[config.mk]
export PLATFORM = sky130hd
export DESIGN_NAME = alu_sequencer
export DESIGN_NICKNAME = d
export VERILOG_FILES = /design/src/rtl/alu_sequencer_pkg.sv /design/src/rtl/alu_sequencer_wait_counter.sv /design/src/rtl/alu_sequencer.sv
export SDC_FILE = /design/constraint.sdc
export NUM_CORES = 1
export LEC_CHECK = 0
export ABC_AREA = 1
export BUFFER_PORTS_ARGS = -buffer_cell sky130_fd_sc_hd__buf_2
export CAP_MARGIN = 20
export CORE_ASPECT_RATIO = 0.6
export CORE_MARGIN = 3
export CORE_UTILIZATION = 40
export DETAILED_ROUTE_END_ITERATION = 8
export MAX_ROUTING_LAYER = met4
export PLACE_DENSITY = 0.67
export SETUP_SLACK_MARGIN = 0.15
export SYNTH_ARGS = -nofsm -noshare
export SYNTH_HDL_FRONTEND = slang
export SYNTH_SLANG_ARGS = --single-unit
[constraint.sdc]
create_clock -name clk -period 1.9 [get_ports clk]
set_clock_uncertainty 0.2 [all_clocks]
set_input_delay 0.19 -clock clk [delete_from_list [all_inputs] [get_ports clk]]
set_output_delay 0.19 -clock clk [all_outputs]
set_load 0.01 [all_outputs]
[src/rtl/alu_sequencer_pkg.sv]
// Shared sequencing states, instruction field layout and ALU op codes for alu_sequencer.
package alu_sequencer_pkg;

  localparam int INSTR_W = 16;
  localparam int WAIT_W  = 4;

  typedef enum logic [2:0] {
    ST_IDLE    = 3'd0,
    ST_RD_A    = 3'd1,
    ST_LAT_A   = 3'd2,
    ST_RD_B    = 3'd3,
    ST_LAT_B   = 3'd4,
    ST_EXEC    = 3'd5,
    ST_LAT_OUT = 3'd6,
    ST_WRITE   = 3'd7
  } state_t;

  // The ALU decodes these; the sequencer only passes the op field through.
  typedef enum logic [2:0] {
    OP_ADD = 3'd0,
    OP_SUB = 3'd1,
    OP_AND = 3'd2,
    OP_OR  = 3'd3,
    OP_XOR = 3'd4,
    OP_SHL = 3'd5,
    OP_SHR = 3'd6,
    OP_MOV = 3'd7
  } alu_op_t;

  // imm6 overlays src_b and the low three bits.
  typedef struct packed {
    logic [2:0] op;
    logic [2:0] dst;
    logic [2:0] src_a;
    logic       imm;
    logic [2:0] src_b;
    logic [2:0] imm_lo;
  } instr_t;

  function automatic logic [5:0] imm6(input instr_t i);
    return {i.src_b, i.imm_lo};
  endfunction

endpackage

[src/rtl/alu_sequencer_wait_counter.sv]
// EXEC-phase wait counter: load a count, decrement to zero, expired_o high while zero.
// Synchronous active-high reset; one-cycle load-to-flag latency.
module seq_wait_counter
  import alu_sequencer_pkg::*;
(
  input  logic              clk,
  input  logic              rst,
  input  logic              load_i,
  input  logic              dec_i,
  input  logic [WAIT_W-1:0] load_val_i,
  output logic              expired_o
);

  logic [WAIT_W-1:0] count_q, count_d;

  always_comb begin
    count_d = count_q;
    if (load_i) begin
      count_d = load_val_i;
    end else if (dec_i && (count_q != '0)) begin
      count_d = count_q - WAIT_W'(1);
    end
  end

  always_ff @(posedge clk) begin
    if (rst) begin
      count_q <= '0;
    end else begin
      count_q <= count_d;
    end
  end

  assign expired_o = (count_q == '0);

endmodule

[src/rtl/alu_sequencer.sv]
// One-instruction-at-a-time strobe sequencer for the ALU datapath; accept-to-done is 6+EXEC_WAIT cycles,
// instr_ready only in IDLE. Define SEQ_IMM_EN to let the imm flag source operand B from imm6.
module alu_sequencer
  import alu_sequencer_pkg::*;
#(
  parameter int DATA_W    = 16,
  parameter int REG_IDX_W = 3,
  parameter int EXEC_WAIT = 1
) (
  input  logic                 clk,
  input  logic                 rst,
  input  logic [INSTR_W-1:0]   instr,
  input  logic                 instr_valid,
  output logic                 instr_ready,
  output logic                 done,
  output logic [2:0]           opControl,
  output logic                 ALUin0,
  output logic                 ALUin1,
  output logic                 ALUOutLatch,
  output logic                 ALUOutEn,
  output logic [REG_IDX_W-1:0] rf_sel,
  output logic                 rf_out_en,
  output logic                 rf_in_en,
  output logic [DATA_W-1:0]    imm_out,
  output logic                 imm_out_en
);

  // EXEC lasts EXEC_WAIT cycles: the counter is loaded with one less and exits on zero.
  localparam logic [WAIT_W-1:0] WAIT_LOAD = (EXEC_WAIT > 0) ? WAIT_W'(EXEC_WAIT - 1) : '0;

  state_t                 state_q, state_d;
  instr_t                 instr_q, instr_d;
  logic                   wait_expired;
  logic                   b_is_imm;
  logic [REG_IDX_W-1:0]   rf_sel_d;
  logic                   rf_out_en_d;
  logic                   b_imm_d;

  seq_wait_counter u_wait (
    .clk        (clk),
    .rst        (rst),
    .load_i     (state_q == ST_LAT_B),
    .dec_i      (state_q == ST_EXEC),
    .load_val_i (WAIT_LOAD),
    .expired_o  (wait_expired)
  );

`ifdef SEQ_IMM_EN
  assign b_is_imm = instr_d.imm;
`else
  assign b_is_imm = 1'b0;
  logic unused_fields;
  assign unused_fields = ^{instr_d.imm, instr_d.imm_lo, b_imm_d};
`endif

  always_comb begin
    state_d = state_q;
    instr_d = instr_q;
    unique case (state_q)
      ST_IDLE: begin
        if (instr_valid) begin
          state_d = ST_RD_A;
          instr_d = instr_t'(instr);
        end
      end
      ST_RD_A:    state_d = ST_LAT_A;
      ST_LAT_A:   state_d = ST_RD_B;
      ST_RD_B:    state_d = ST_LAT_B;
      ST_LAT_B:   state_d = (EXEC_WAIT > 0) ? ST_EXEC : ST_LAT_OUT;
      ST_EXEC:    if (wait_expired) state_d = ST_LAT_OUT;
      ST_LAT_OUT: state_d = ST_WRITE;
      ST_WRITE:   state_d = ST_IDLE;
      default:    state_d = ST_IDLE;
    endcase
  end

  // Bus-side outputs decoded from the next state so they register alongside it.
  always_comb begin
    rf_sel_d    = '0;
    rf_out_en_d = 1'b0;
    b_imm_d     = 1'b0;
    unique case (state_d)
      ST_RD_A, ST_LAT_A: begin
        rf_sel_d    = REG_IDX_W'(instr_d.src_a);
        rf_out_en_d = 1'b1;
      end
      ST_RD_B, ST_LAT_B: begin
        rf_sel_d    = REG_IDX_W'(instr_d.src_b);
        rf_out_en_d = !b_is_imm;
        b_imm_d     = b_is_imm;
      end
      ST_WRITE: rf_sel_d = REG_IDX_W'(instr_d.dst);
      default: ;
    endcase
  end

  always_ff @(posedge clk) begin
    if (rst) begin
      state_q     <= ST_IDLE;
      instr_q     <= '0;
      instr_ready <= 1'b1;
      done        <= 1'b0;
      opControl   <= '0;
      ALUin0      <= 1'b0;
      ALUin1      <= 1'b0;
      ALUOutLatch <= 1'b0;
      ALUOutEn    <= 1'b0;
      rf_sel      <= '0;
      rf_out_en   <= 1'b0;
      rf_in_en    <= 1'b0;
`ifdef SEQ_IMM_EN
      imm_out     <= '0;
      imm_out_en  <= 1'b0;
`endif
    end else begin
      state_q     <= state_d;
      instr_q     <= instr_d;
      instr_ready <= (state_d == ST_IDLE);
      done        <= (state_d == ST_WRITE);
      opControl   <= (state_d == ST_IDLE) ? 3'b000 : instr_d.op;
      ALUin0      <= (state_d == ST_LAT_A);
      ALUin1      <= (state_d == ST_LAT_B);
      ALUOutLatch <= (state_d == ST_LAT_OUT);
      ALUOutEn    <= (state_d == ST_WRITE);
      rf_sel      <= rf_sel_d;
      rf_out_en   <= rf_out_en_d;
      rf_in_en    <= (state_d == ST_WRITE);
`ifdef SEQ_IMM_EN
      imm_out     <= b_imm_d ? DATA_W'(imm6(instr_d)) : '0;
      imm_out_en  <= b_imm_d;
`endif
    end
  end

`ifndef SEQ_IMM_EN
  assign imm_out    = '0;
  assign imm_out_en = 1'b0;
`endif

endmodule

Word level (Yosys, flattened, before mapping)
Index checks and enable logic that the tools add are counted.

Output and inout port bits: 31. Bits in registers: 35.

Reductions and logical operators: 11. Muxes and demuxes: 7. Add/subtract/negate cells: 1. Equal/unequal tests: 13.

Operators with widths (count): 2-to-1 mux 16 bit (2); one-hot mux 3 bit (8 select lines) (1); equality test 3 bit (second input constant) (7); equality test 3 x 2 -> 1 bit (second input constant) (4); one-hot mux 3 bit (3 select lines) (1); OR reduction 2 bit (4); equality test 3 x 1 -> 1 bit (second input constant) (2); logical NOT 3 bit (2); 2-to-1 mux 3 bit (2); logical NOT 4 bit (1); nonzero test 4 bit (1); OR reduction 4 bit (1); subtractor 4 x 1 -> 4 bit (second input constant) (1); AND reduction 2 bit (1); logical AND 1 bit (1); 2-to-1 mux 1 bit (1).

Logic depth before layout (Yosys ltp)
Gate-level depths: netlist (run 1).

Depth after elaboration: 6. Mapped depth: 9. Mapped depth without buffers: 9.

Modules after synthesis
From an unflattened synthesis (run 1), not the netlist that was laid out.

Cells, all modules: 216. Area, all modules: 1582.8 µm².

By module, submodules not included: alu_sequencer (cells an instance 175, instances 1, area each 1308.8 µm²); seq_wait_counter (cells an instance 41, instances 1, area each 274.0 µm²).

Least setup slack after synthesis (run 1)
No wires, ideal clock.

Path kind: flip-flop to flip-flop. Start: reg u_wait.count_q[0]. End: reg opControl[2]. Library setup time: 119 ps. Required time: 1581 ps. Data arrival time: 1070 ps. Slack: 511 ps. Stages on the path, launching flop included: 9. Cell sequence: dfxtp_1 -> inv_1 -> ha_1 -> nand2_1 -> nand2_2 -> nand2_1 -> nand4_1 -> nand2_2 -> nor2_1.

Word-level cells in the longest chain between the ends: 5.

RTL lines: from (decl) (RTL line alu_sequencer_wait_counter.sv:14) `logic [WAIT_W-1:0] count_q, count_d;`; from (signal assigned) (RTL line alu_sequencer_wait_counter.sv:29) `count_q <= count_d;`; logical NOT 4 bit (RTL line alu_sequencer_wait_counter.sv:33) `assign expired_o = (count_q == '0);`; 2-to-1 mux 3 bit (RTL line alu_sequencer.sv:70) `ST_EXEC: if (wait_expired) state_d = ST_LAT_OUT;`; one-hot mux 3 bit (8 select lines) (RTL line alu_sequencer.sv:59) `unique case (state_q)`; logical NOT 3 bit (RTL line alu_sequencer.sv:120) `opControl <= (state_d == ST_IDLE) ? 3'b000 : instr_d.op;`; OR reduction 2 bit (no line); to (signal assigned) (RTL line alu_sequencer.sv:120); to (decl) (RTL line alu_sequencer.sv:16) `output logic [2:0] opControl,`.

Every way passes these cells. A chain may end at the register's enable or synchronous reset.

Worst setup path after layout (run 1)
Start: reg state_q[0]. End: reg rf_sel[1].

Word-level cells in the longest chain between the ends: 5. Elaborated cells between the ends (all ways): 20.

RTL lines: from (decl) (RTL line alu_sequencer.sv:31) `state_t state_q, state_d;`; from (signal assigned) (RTL line alu_sequencer.sv:116) `state_q <= state_d;`; equality test 3 bit (tied with other cells) (RTL line alu_sequencer.sv:59); one-hot mux 3 bit (8 select lines) (RTL line alu_sequencer.sv:59); equality test 3 bit (tied with other cells) (RTL line alu_sequencer.sv:82) `unique case (state_d)`; OR reduction 2 bit (RTL line alu_sequencer.sv:82); one-hot mux 3 bit (3 select lines) (*) (RTL line alu_sequencer.sv:82); to (signal assigned) (RTL line alu_sequencer.sv:125) `rf_sel <= rf_sel_d;`; to (decl) (RTL line alu_sequencer.sv:21) `output logic [REG_IDX_W-1:0] rf_sel,`.

Mark *: on every way between the ends. The rest lies on a longest branch, timed or not.

==> results by group, run 1 <==
Floorplanning
  – Die H: between 50 and 60 um
  – Initial Util: 0.442
  – # rows: 15
  – Die area: about 0.0041 mm2
  – # IOs: 50
  – Die X-Extent: ~80 um
  – Core area: between 0.003 and 0.004 mm2

Yosys
  – Synth cell types: 24
  – Post-synth ARST share: 0
  – Top-count cell post-synth: nand2_1
  – Synth Area in XOR/XNOR: 0.0130
  – Largest family of logic cells by synthesized area: simple AND/OR/NAND/NOR gates
  – Average size of a mapped cell: between 8 and 9 um2
  – Mux cell area share after synthesis: 0.0223
  – Synthesized flop and latch total: 31
  – Compound-Gate Fraction of Synth Area: 0.0717
  – YS warnings: 0
  – Mapped Area: ~0.0013 mm2
  – Area contributors post-synth: dfxtp_1, buf_4, nand2_1
  – Synth Instances: roughly 160
  – EDFF count, synth: 0
  – Simple-gate share of the synthesized area: 0.255
  – Post-synthesis adder-cell area fraction: 0.00931
  – Post-synth top area share: 0.462
  – Seq/Total Area, Yosys: 0.462
  – Post-synth top area cell: dfxtp_1
  – Top_reg_cell synth: dfxtp_1
  – Commonest cells in the synthesized netlist: nand2_1, dfxtp_1, buf_4, nor2_1, a21oi_1

Timing
  – Fin. max-slew vios: 0
  – RSZ-0062 raised after global routing: no
  – Max Clock Freq: roughly 650 MHz
  – Hold Vio Cnt, Final: 0
  – Fin crit share: 0.814
  – Post-route worst setup slack: approximately 0.35 ns
  – Setup TNS Final: 0 ns
  – Fin crit period: 1.55 ns
  – Setup violations, final: 0

Clock network
  – Clock root cell: clkbuf_8
  – CTS clock-pin slew for the worst setup and hold paths: 0.06 ns
  – CTS tree: done
  – Postcts setup bufs: 0
  – Clock Path Buffers: 2
  – Clock sinks: 31
  – Clk Latency, worst-skew pair: 0.28 ns
  – CTS Buf Count: 5
  – Number of H-tree levels: 2

Place
  – Post-Place Worst Slack: approximately 0.38 ns
  – RePlAce Congestion: approximately 0.74
  – Post-detail-place hpwl: approximately 1.8 mm
  – Port Buf Inserts: 28

Detailed routing
  – Final ANT Viol Nets: 0
  – Routed vias/inst: 4.35
  – Drt drc: 0
  – Final WL: roughly 2.5 mm
  – Post-detailed-route wirelength per cell: around 10 um
  – Vias: ~1100
  – First-pass DRT Iterations: 4
  – DR iter-0 viols: 62

GRT
  – First-pass GRT wire length: about 4.0 mm
  – Initial antenna violation count: 0
  – Largest net degree at the start of global routing: 23
  – Total gr overflow: 0
  – Tot GR Track Use: 0.137
  – Vias in the first global route: 914

Worst setup path
  – CP most frequent cell: nand2_1
  – Crit path cell chain: nor2_4 -> nand3_4 -> inv_2 -> nand2_1 -> nand2_1 -> a21oi_1 -> nor2_1
  – CP Data Required Time: ~1.9 ns
  – Critical path type: reg -> reg
  – Setup crit end kind: flop
  – Data arrival, critical path: 1.56 ns
  – Worst Setup Start Kind: flop
  – Crit path max fanout: 12
  – Slowest-stage cell, CP: dfxtp_1
  – Max incr delay on CP: slightly below 0.4 ns

Final layout
  – NumNets Final: about 230
  – Post-layout util: 0.540
  – Area grow syn2layout: 22.1%
  – Ant. Diodes: 0
  – Share of cells above drive strength 1: 0.217
  – Fillers: slightly below 300

Run
  – MaxCap Viol Count: 0

Worst hold path
  – Worst hold path type: in -> reg

Power
  – Power density cells: roughly 990 mW/mm2
  – Max VDD drop: approximately 0.00052 V
  – Leakage: between 0.7 and 0.8 nW

Status
  – Result of the run: finished clean
-- state kept, by name, summed over array words and instances, names as in the netlist, 3 cells and up --
name            count
instr_q            12
opControl           3
rf_sel              3
state_q             3
u_wait.count_q      4
-- per-stage QoR --
stage	power [mW]	hold WS [ns]	area [um2]	std cells
after floorplan	1.07	0.0689	1400	180
after global placement	1.13	0.244	1440	229
after detailed placement	1.14	0.247	1440	229
after CTS	1.65	0.0479	1640	249
after global routing	1.74	0.0562	1640	249
final	1.62	0.0624	1640	249
-- per-layer routing --
layer / global-route usage / share of wire / vias to the layer above
li1: - / - / 570
met1: 0.174 / 0.49 / 473
met2: 0.185 / 0.42 / 39
met3: 0.0739 / 0.088 / 2
met4: 0.0421 / 0.0032 / 0
met5: - / 0 / -
-- power by group --
| part | internal [mW] | total, mW | leakage, nW | switching, mW |
|---|---|---|---|---|
| clock | 0.256 | 0.482 | 0.0422 | 0.226 |
| combinational | 0.143 | 0.380 | 0.498 | 0.237 |
| sequential | 0.723 | 0.762 | 0.253 | 0.0389 |
-- worst paths after layout --
kind	from	end	slack [ns]	cells after the start
min	instr_valid	rf_out_en$_SDFF_PP0_	0.06	3
min reg2reg	instr_q[10]$_SDFF_PP0_	instr_q[10]$_SDFF_PP0_	0.26	2
max	state_q[0]$_SDFF_PP0_	rf_sel[1]$_SDFF_PP0_	0.35	7
max reg2reg	state_q[0]$_SDFF_PP0_	rf_sel[1]$_SDFF_PP0_	0.35	7
-- cell families (layout without fill, tap and decap cells) --
| group | after synthesis | count (layout) |
|---|---|---|
| XOR/XNOR | 2 | 2 |
| buffers and inverters | 34 | 61 |
| AND/OR/NAND/NOR | 74 | 74 |
| multiplexers | 3 | 3 |
| AO/OA/AOI/OAI | 18 | 18 |
| flip-flops | 31 | 31 |
| other | 1 | 17 |
| adder cells (fa/ha/maj) | 1 | 1 |
-- cell usage in the layout (no fill, tap or decap) --
cell / instances
nand2_1: 38
dfxtp_1: 31
buf_2: 28
nor2_1: 17
conb_1: 17
a21oi_1: 16
dlygate4sd3_1: 12
inv_1: 8
nand3_1: 6
clkbuf_8: 5
nand4_1: 4
mux2i_1: 3
buf_4: 3
nor2_4: 2
nor3_1: 2
xor2_1: 2
nand2_2: 2
clkbuf_1: 2
inv_4: 1
nand3_4: 1
inv_2: 1
a211oi_1: 1
nor3b_2: 1
o311ai_0: 1
nor4_1: 1
ha_1: 1
clkinv_2: 1
-- worst max-delay path: cells and delay by family, from the launching register on --
| family | cells | cell delay, ns |
|---|---|---|
| AO/OA/AOI/OAI | 1 | 0.06 |
| buffers and inverters | 1 | 0.19 |
| flip-flops | 1 | 0.39 |
| AND/OR/NAND/NOR | 5 | 0.64 |
-- final cells by class --
cell class                 instances  area (um2)  share of cell area
inverter                          10        40.0              0.0244
clock buffer                       7        76.3              0.0465
multi-input combinational        115         563               0.343
tap                               42        52.6              0.0320
timing repair buffer              43         283               0.172
clock inverter                     1        5.00             0.00305
sequential                        31         621               0.378
-- timing repair --
action,in CTS,in global routing
hold buffers,12,0
endpoints found under the hold margin,14,0
endpoints found under the setup margin,0,0
resized for setup,0,0
No activity file was read; power rests on OpenSTA's default activity.
==> run 2: changes to the inputs <==
PLACE_DENSITY = 0.7   (was 0.67)
clock period = 1.4 ns   (was 1.9 ns; I/O delays follow)
==> run 2 against run 1 <==
Effect of this change: the flow now finishes with violations (setup timing); power is 51% higher; non-clock buffer count increased by 15; fmax up 9.5%; critical path type unchanged.
==> results by group, run 2 (synthesized netlist as in run 1, its figures left out) <==
Clock network
  – Clock Path Buffers: 2
  – Clk Latency, worst-skew pair: 0.28 ns
  – CTS tree: done
  – Clock sinks: 31
  – CTS Buf Count: 5
  – CTS clock-pin slew for the worst setup and hold paths: around 0.060 ns
  – Number of H-tree levels: 2
  – Clock root cell: clkbuf_8

Final layout
  – Post-layout util: 0.633
  – Fillers: 263
  – Share of cells above drive strength 1: 0.430
  – Register area: 629 um2
  – Ant. Diodes: 0
  – Multi-input gate area: 674 um2
  – Area grow syn2layout: 43.2%
  – Leading registers by flop count: instr_q (12), u_wait.count_q (4)
  – Largest register by flop count: instr_q
  – Commonest non-fill, non-tap cells in the layout: buf_2, dfxtp_1, nand2_1, conb_1, nand2_2
  – Commonest non-fill, non-tap cell in the layout: buf_2
  – NumNets Final: approximately 240
  – Design area: between 0.0015 and 0.002 mm2
  – Max FFs per register: 12

Timing
  – Setup violations, final: 5
  – Max Clock Freq: around 710 MHz
  – Fin crit period: 1.41 ns
  – Hold Vio Cnt, Final: 0
  – Fin crit share: 1.01
  – Post-route worst setup slack: -0.0126 ns
  – Fin. max-slew vios: 0
  – RSZ-0062 raised after global routing: yes

Power
  – Internal Dissipation: 1.67 mW
  – Gate power share: 0.286
  – Max VDD drop: 0.000615 V
  – Register share of total power: 0.428
  – Leakage: around 0.92 nW
  – Power density cells: about 1300 mW/mm2
  – Clock power frac: 0.286
  – P_sw: between 700 and 800 uW
  – Switching Share: 0.320

Floorplanning
  – Die X-Extent: roughly 80 um
  – Initial Util: 0.442
  – Die H: between 50 and 60 um
  – # rows: 15
  – # IOs: 50
  – Die area: ~0.004 mm2
  – Core area: 0.00304 mm2

Status
  – Violated checks: setup timing
  – Result of the run: complete, but fails checks

Detailed routing
  – Final WL: about 3.2 mm
  – DR iter-0 viols: between 40 and 50
  – Vias: 1192
  – Routed vias/inst: between 4 and 5
  – First-pass DRT Iterations: 4
  – Drt drc: 0
  – Final ANT Viol Nets: 0
  – Post-detailed-route wirelength per cell: approximately 12 um

GRT
  – Largest net degree at the start of global routing: 15
  – Total gr overflow: 0
  – Tot GR Track Use: 0.170
  – Vias in the first global route: between 1000 and 1500
  – First-pass GRT wire length: about 5 mm
  – Initial antenna violation count: 0

Place
  – Port Buf Inserts: 28
  – Post-Place Cell Area: ~0.0015 mm2
  – RePlAce Congestion: roughly 0.83
  – Post-detail-place hpwl: between 1.5 and 2 mm
  – Post-Place Worst Slack: -0.0213 ns

Worst setup path
  – Worst Setup Start Kind: flop
  – Data arrival, critical path: ~1.4 ns
  – CP Data Required Time: roughly 1.4 ns
  – Crit path max fanout: 6
  – Critical path type: reg -> reg
  – Setup crit end kind: flop

Run
  – MaxCap Viol Count: 0

Worst hold path
  – Worst hold path type: in -> reg
## run 2: cell count changes in the layout (fill, tap and decap cells not counted), moves of 4 or more
cell / previous run / this run
buf_4: 3 / 12
dfxtp_2: 0 / 4
nand2_1: 38 / 23
dfxtp_1: 31 / 26
nand2_2: 2 / 15
## run 2: power groups by stage
stage / registers, mW / logic, mW / clock network [mW]
after floorplan: 1.07 / 0.397 / 0
after global placement: 1.06 / 0.531 / 0
after detailed placement: 1.06 / 0.539 / 0
after CTS: 1.05 / 0.626 / 0.713
after global routing: 1.06 / 0.774 / 0.755
final: 1.05 / 0.704 / 0.703
## run 2: through the flow
| step | instances | hold slack [ns] | TNS, ns | total power, mW |
|---|---|---|---|---|
| after CTS | 262 | 0.00594 | 0 | 2.39 |
| after detailed placement | 237 | 0.195 | -0.0780 | 1.60 |
| after global placement | 237 | 0.190 | 0 | 1.59 |
| after floorplan | 180 | 0.0115 | 0 | 1.47 |
| after global routing | 265 | 0.0489 | -1.03 | 2.59 |
| final | 265 | 0.0251 | -0.0297 | 2.46 |
## run 2: worst max-delay path: stages (launching register included)
cell and delay, ns:
dfxtp_4 0.38, nor2_4 0.17, nand3_2 0.21, mux2i_2 0.27
nor2_1 0.07
## run 2: what timing repair did
action,4_1_cts,5_1_grt
setup buffers,3,2
pin swaps,10,10
endpoints found under the hold margin,20,1
hold buffers,13,1
cloned,2,0
setup endpoints to repair,25,26
gates resized for setup,12,22
## run 2: area by class of cell
class	instances	share of cell area
inverter	10	0.0273
clock buffer	6	0.0429
timing repair buffer	58	0.220
clock inverter	1	0.00260
tap	42	0.0273
sequential	31	0.327
multi-input combinational	116	0.350
timing repair inverter	1	0.00195
## run 2: final timing paths
check / start / slack, ns / depth (start not counted) / to
worst max-delay path: state_q[1]$_SDFF_PP0_ / -0.01 / 4 / instr_q[14]$_SDFF_PP0_
worst max register to register: state_q[1]$_SDFF_PP0_ / -0.01 / 4 / instr_q[14]$_SDFF_PP0_
worst min register to register: instr_q[8]$_SDFF_PP0_ / 0.27 / 2 / instr_q[8]$_SDFF_PP0_
worst min-delay path: rst / 0.03 / 4 / u_wait.count_q[2]$_SDFFE_PP0P_
## run 2: layer usage
metal	wire length, um	part of all wire	GRT usage	up-vias
met5	0	0	-	-
met4	62	0.019	0.0843	0
met3	185	0.058	0.0599	8
met2	1400	0.44	0.237	32
met1	1540	0.48	0.218	538
li1	-	-	-	614
